===== src/rtl/bist_pkg.sv =====
// Shared BIST definitions: controller-facing state encoding and the MISR/LFSR
// next-state function used by both the signature analyzer and the pattern generator.
package bist_pkg;

  typedef enum logic [1:0] {
    ST_IDLE    = 2'd0,
    ST_COMPACT = 2'd1,
    ST_COMPARE = 2'd2,
    ST_RESULT  = 2'd3
  } bist_state_e;

  localparam int unsigned MISR_MAX_W = 64;
  typedef logic [MISR_MAX_W-1:0] misr_word_t;

  // Galois-style shift: the bit leaving the MSB folds the polynomial back in,
  // then the parallel input word is XORed on top. Callers zero-extend their
  // operands to misr_word_t and truncate the result back to their own width.
  function automatic misr_word_t misr_next(input misr_word_t  misr,
                                           input misr_word_t  resp,
                                           input misr_word_t  poly,
                                           input int unsigned width);
    misr_word_t mask;
    misr_word_t shifted;
    mask    = (width >= MISR_MAX_W) ? '1 : ((misr_word_t'(1) << width) - misr_word_t'(1));
    shifted = (misr << 1) & mask;
    if (misr[width-1]) shifted = shifted ^ poly;
    return (shifted ^ resp) & mask;
  endfunction

endpackage


===== src/rtl/bist_misr.sv =====
// Multiple-input signature register: reloads the seed and/or compacts one
// response word per enabled clock.
import bist_pkg::*;

module bist_misr #(
  parameter int unsigned      WIDTH = 8,
  parameter logic [WIDTH-1:0] POLY  = 'h1D,
  parameter logic [WIDTH-1:0] SEED  = '0
) (
  input  logic             clk,
  input  logic             rst,
  input  logic             load_seed,
  input  logic             step,
  input  logic [WIDTH-1:0] resp,
  output logic [WIDTH-1:0] signature
);

  logic [WIDTH-1:0] base;
  logic [WIDTH-1:0] next_sig;

  // load_seed together with step compacts onto the seed, so a new run needs no idle cycle.
  always_comb begin
    base     = load_seed ? SEED : signature;
    next_sig = WIDTH'(misr_next(misr_word_t'(base), misr_word_t'(resp),
                                misr_word_t'(POLY), WIDTH));
  end

  // NOTE: state registers use non-blocking assignments so every flop samples pre-edge values.
  always_ff @(posedge clk or posedge rst) begin
    if (rst)            signature <= SEED;
    else if (step)      signature <= next_sig;
    else if (load_seed) signature <= SEED;
  end

endmodule


===== src/rtl/bist_signature_analyzer.sv =====
// BIST response compaction and verdict: MISR over the test run, one compare
// cycle against GOLDEN, then a held pass/fail result until the next run.
import bist_pkg::*;

module bist_signature_analyzer #(
  parameter int unsigned      WIDTH  = 8,
  parameter logic [WIDTH-1:0] POLY   = 'h1D,
  parameter logic [WIDTH-1:0] SEED   = '0,
  parameter logic [WIDTH-1:0] GOLDEN = 'h5A
) (
  input  logic             clk,
  input  logic             rst,
  input  logic             bist_on,
  input  logic             bist_end,
  input  logic [WIDTH-1:0] resp,
  output logic [WIDTH-1:0] signature,
  output logic             done,
  output logic             pass,
  output logic             fail
);

  bist_state_e state, next_state;
  logic        load_seed;
  logic        step;

  bist_misr #(
    .WIDTH (WIDTH),
    .POLY  (POLY),
    .SEED  (SEED)
  ) u_misr (
    .clk       (clk),
    .rst       (rst),
    .load_seed (load_seed),
    .step      (step),
    .resp      (resp),
    .signature (signature)
  );

  // NOTE: every output of this block gets a default first, so no path can infer a latch.
  always_comb begin
    next_state = state;
    load_seed  = 1'b0;
    step       = 1'b0;
    unique case (state)
      ST_IDLE: begin
        load_seed = 1'b1;
        step      = bist_on;
        if (bist_on) next_state = bist_end ? ST_COMPARE : ST_COMPACT;
      end
      ST_COMPACT: begin
        step = bist_on;
        if (bist_end) begin
          next_state = ST_COMPARE;
        end else if (!bist_on) begin
          // Controller dropped the run without finishing: discard it, no verdict.
          load_seed  = 1'b1;
          next_state = ST_IDLE;
        end
      end
      ST_COMPARE: next_state = ST_RESULT;
      ST_RESULT: begin
        if (bist_on) begin
          load_seed  = 1'b1;
          step       = 1'b1;
          next_state = ST_COMPACT;
        end
      end
      default: next_state = ST_IDLE;
    endcase
  end

  always_ff @(posedge clk or posedge rst) begin
    if (rst) state <= ST_IDLE;
    else     state <= next_state;
  end

  // Signature is frozen during COMPARE, so it is the final compacted value.
  always_ff @(posedge clk or posedge rst) begin
    if (rst) begin
      done <= 1'b0;
      pass <= 1'b0;
      fail <= 1'b0;
    end else if (state == ST_COMPARE) begin
      done <= 1'b1;
      pass <= (signature == GOLDEN);
      fail <= (signature != GOLDEN);
    end else if (state == ST_RESULT && bist_on) begin
      done <= 1'b0;
      pass <= 1'b0;
      fail <= 1'b0;
    end
  end

endmodule


===== config.mk =====
export PLATFORM = sky130hd
export DESIGN_NAME = bist_signature_analyzer
export DESIGN_NICKNAME = d
export VERILOG_FILES = /design/src/rtl/bist_pkg.sv /design/src/rtl/bist_misr.sv /design/src/rtl/bist_signature_analyzer.sv
export SDC_FILE = /design/constraint.sdc
export NUM_CORES = 1
export LEC_CHECK = 0
export BUFFER_PORTS_ARGS = -buffer_cell sky130_fd_sc_hd__buf_2
export CAP_MARGIN = 20
export CORE_ASPECT_RATIO = 1.5
export CORE_MARGIN = 4
export CORE_UTILIZATION = 35
export DETAILED_ROUTE_END_ITERATION = 8
export GPL_ROUTABILITY_DRIVEN = 0
export GPL_TIMING_DRIVEN = 0
export PLACE_DENSITY = 0.66
export SLEW_MARGIN = 20
export SYNTH_ARGS = -nofsm -noshare
export SYNTH_HDL_FRONTEND = slang
export SYNTH_SLANG_ARGS = --single-unit
export TNS_END_PERCENT = 50

===== constraint.sdc =====
create_clock -name clk -period 1.5 [get_ports clk]
set_input_delay 0.3 -clock clk [delete_from_list [all_inputs] [get_ports clk]]
set_output_delay 0.3 -clock clk [all_outputs]
set_load 0.05 [all_outputs]

==> metrics.md <==
| Metric | Value |
|---|---|
| Outcome | finished clean |
| # DRC | 0 |
| Critical path class | flip-flop to flip-flop |
| Final core utilization | 45.7% |
| WL/cell | about 13 µm |
| Syn Area/Cell | approximately 11 µm² |
| CP endpoint kind | flip-flop |
| Final setup vio count | 0 |
| Clk sinks | 13 |
| Total die area | 0.00307 mm² |
| IO buf count | 21 |
| TritonCTS clock tree | yes |
| Initial core utilization | about 38% |
| Final Power | 2.25 mW |
| Met3 Use GR | under 10% |
| VDD IR max | approximately 0.00085 V |
| Remaining antenna violation count | 0 |
| Ys Warns | 0 |
| GRT Total Usage | approximately an eighth |
| DRT Pass-1 Iters | 4 |
| CTS clk-pin slew, worst paths | roughly 0.080 ns |
| Met1 Use GR | around 15% |
| Met2 Usage GRT | 21.0% |
| Pre-CTS setup slack | ~0.041 ns |
| Pwr Density | around 2400 mW/mm² |
| Synth Instances | 74 |
| Switching part of the total | between 50% and 60% |
| Commonest non-fill, non-tap cell in the layout | buf_2 |
| Critical path required time | roughly 1.7 ns |
| Least-Margin Pin Slew | slightly above 0.5 ns |
| Core area | between 0.002 and 0.0025 mm² |
| Finished Layout Cells | 121 |
| RSZ-0062 raised after global routing | no |
| Final instance area | roughly 950 µm² |
| Asr flop ratio synth | between 90% and 100% |
| Via count | about 630 |
| Fin nets | approximately 110 |
| Yosys reg bits | 13 |
| Post-synth EDFFs | 0 |
| H-tree depth | 1 |
| Slew margin rel. | around 66% |
| Switching power | about 1.2 mW |
| Routed WL | between 1500 and 2000 µm |
| Share of cells above drive strength 1 | about two fifths |
| Area growth syn-to-layout | 21.3% |
| Tcrit/Tclk final | just under 90% |
| Largest net degree at the start of global routing | 14 |
| Site row count | 20 |
| DRT iter0 DRCs | 13 |
| Hold Slack | approximately 0.027 ns |
| Crit start category | flip-flop |
| Leakage | ~0.45 nW |
| Final min period | 1.34 ns |
| Largest area contributor in the synthesized netlist | dfrtp_1 |
| Slew Viols, Final | 0 |
| Top_reg_cell synth | dfrtp_1 |
| N_diodes | 0 |
| Syn Nets | between 80 and 90 |
| Most Crowded Layer GR | met2 |
| Fin. Hold Viols | 0 |
| Hold crit path type | input pin to asynchronous set/reset pin |
| Seq/Total Area, Yosys | 41.6% |
| Worst-path fanout max | 6 |
| Final TNS setup | 0 ns |
| Fmax | approximately 0.75 GHz |
| CP arrival | 1.51 ns |
| Die H | around 66 µm |
| Vias per inst | a little over 5 |
| Placed cell area | approximately 920 µm² |
| Internal power | ~1.1 mW |
| Clk root buf | clkbuf_4 |
| Post-DP HPWL | roughly 1300 µm |
| Clk network pwr share | 10.0% |
| Global-route wire length before repair | ~2900 µm |
| Number of global-route vias before repair | roughly 630 |
| Clk_lat worst skew | 0.28 ns |
| CTS Buffer Depth | 2 |
| Layout Skew | around 0.0014 ns |
| Placed Cells incl. Taps | between 100 and 150 |
| Mapped Area | a little under 800 µm² |
| Final WS setup | about 0.16 ns |
| Total grt overflow | 0 |
| Seq pwr share | 30.3% |
| Combinational power share | just under 60% |
| Ranking of synthesized cells by area | dfrtp_1 42%, o211ai_2 9.6%, xor2_1 7.8%, o21ai_1 5.1%, nand2_1 3.8% |
| CTS buffer count | 3 |
| Die W | approximately 47 µm |
| Max-cap violations | 0 |
| Most frequent cells in the layout | 23 x buf_2, 12 x dfrtp_1, 8 x nand2_1, 8 x o21ai_1, 7 x xor2_1 |
| Post-synth top area share | about two fifths |
| Cell variety after synth | 27 |
| I/O pin count | 23 |
| Initial antenna violation count | 0 |
[cell families (layout without fill, tap and decap cells)]
family                 Yosys count  in the layout  synth area share, %
multiplexers                     2              2                 2.56
flip-flops                      13             13                 41.6
XOR/XNOR                         9              9                 10.1
AO/OA/AOI/OAI                   26             26                 27.4
buffers and inverters            6             31                 4.16
AND/OR/NAND/NOR                 18             18                 14.2
[power by group through the flow]
stage	clock (mW)	combinational, mW	sequential (mW)
2_1_floorplan	0	0.657	1.10
3_3_place_gp	0	1.33	0.683
3_5_place_dp	0	1.35	0.689
4_1_cts	0.231	1.36	0.682
5_1_grt	0.245	1.47	0.719
6_report	0.225	1.35	0.684
[cells in the mapped netlist (2+ instances only)]
master / n
o211ai_1: 2
nand2_1: 8
mux2i_1: 2
o211ai_2: 6
dfrtp_1: 13
xnor2_1: 2
buf_2: 2
nor2_1: 4
xor2_1: 7
a21o_1: 2
o21ai_1: 8
inv_1: 3
[final timing paths]
check | from | endpoint | slack, ns | cells after the start
setup / recovery | state[1] | u_misr.signature[6] | 0.16 | 3
hold / removal | rst | done | 0.03 | 2
setup reg to reg | state[1] | u_misr.signature[6] | 0.16 | 3
hold reg to reg | done | done | 0.48 | 1
max in group asynchronous | rst | u_misr.signature[7] | 1.10 | 2
min in group clk | resp[2] | u_misr.signature[2] | 0.29 | 3
[cell type report]
type	count	area, µm²
Sequential cell	13	327
Fill cell	193	1130
Timing Repair Buffer	21	105
Multi-Input combinational cell	55	430
Inverter	3	11.3
Tap cell	22	27.5
Clock buffer	4	26.3
Buffer	3	21.3
[critical path, stage by stage, from the launching register on]
cell and delay, ns:
dfrtp_1 0.50, nor2b_2 0.34, or2b_1 0.27, o21ai_1 0.11
[metal layers]
metal	wire (µm)	vias to the layer above
met1	650	296
met5	0	-
met4	52	0
li1	-	311
met2	846	15
met3	73	5
[sequential cells by signal (all words and copies together), names as in the netlist]
signal and flops:
fail 1, state 2, u_misr.signature 8, done 1, pass 1
[what timing repair did]
item / in CTS / in global routing
hold buffers: 0 / 0
buffers inserted: 0 / 0
hold endpoints to repair: 0 / 0
setup endpoints to repair: 0 / 1
gates resized for setup: 0 / 1
Power figures use the tool's default switching activity.
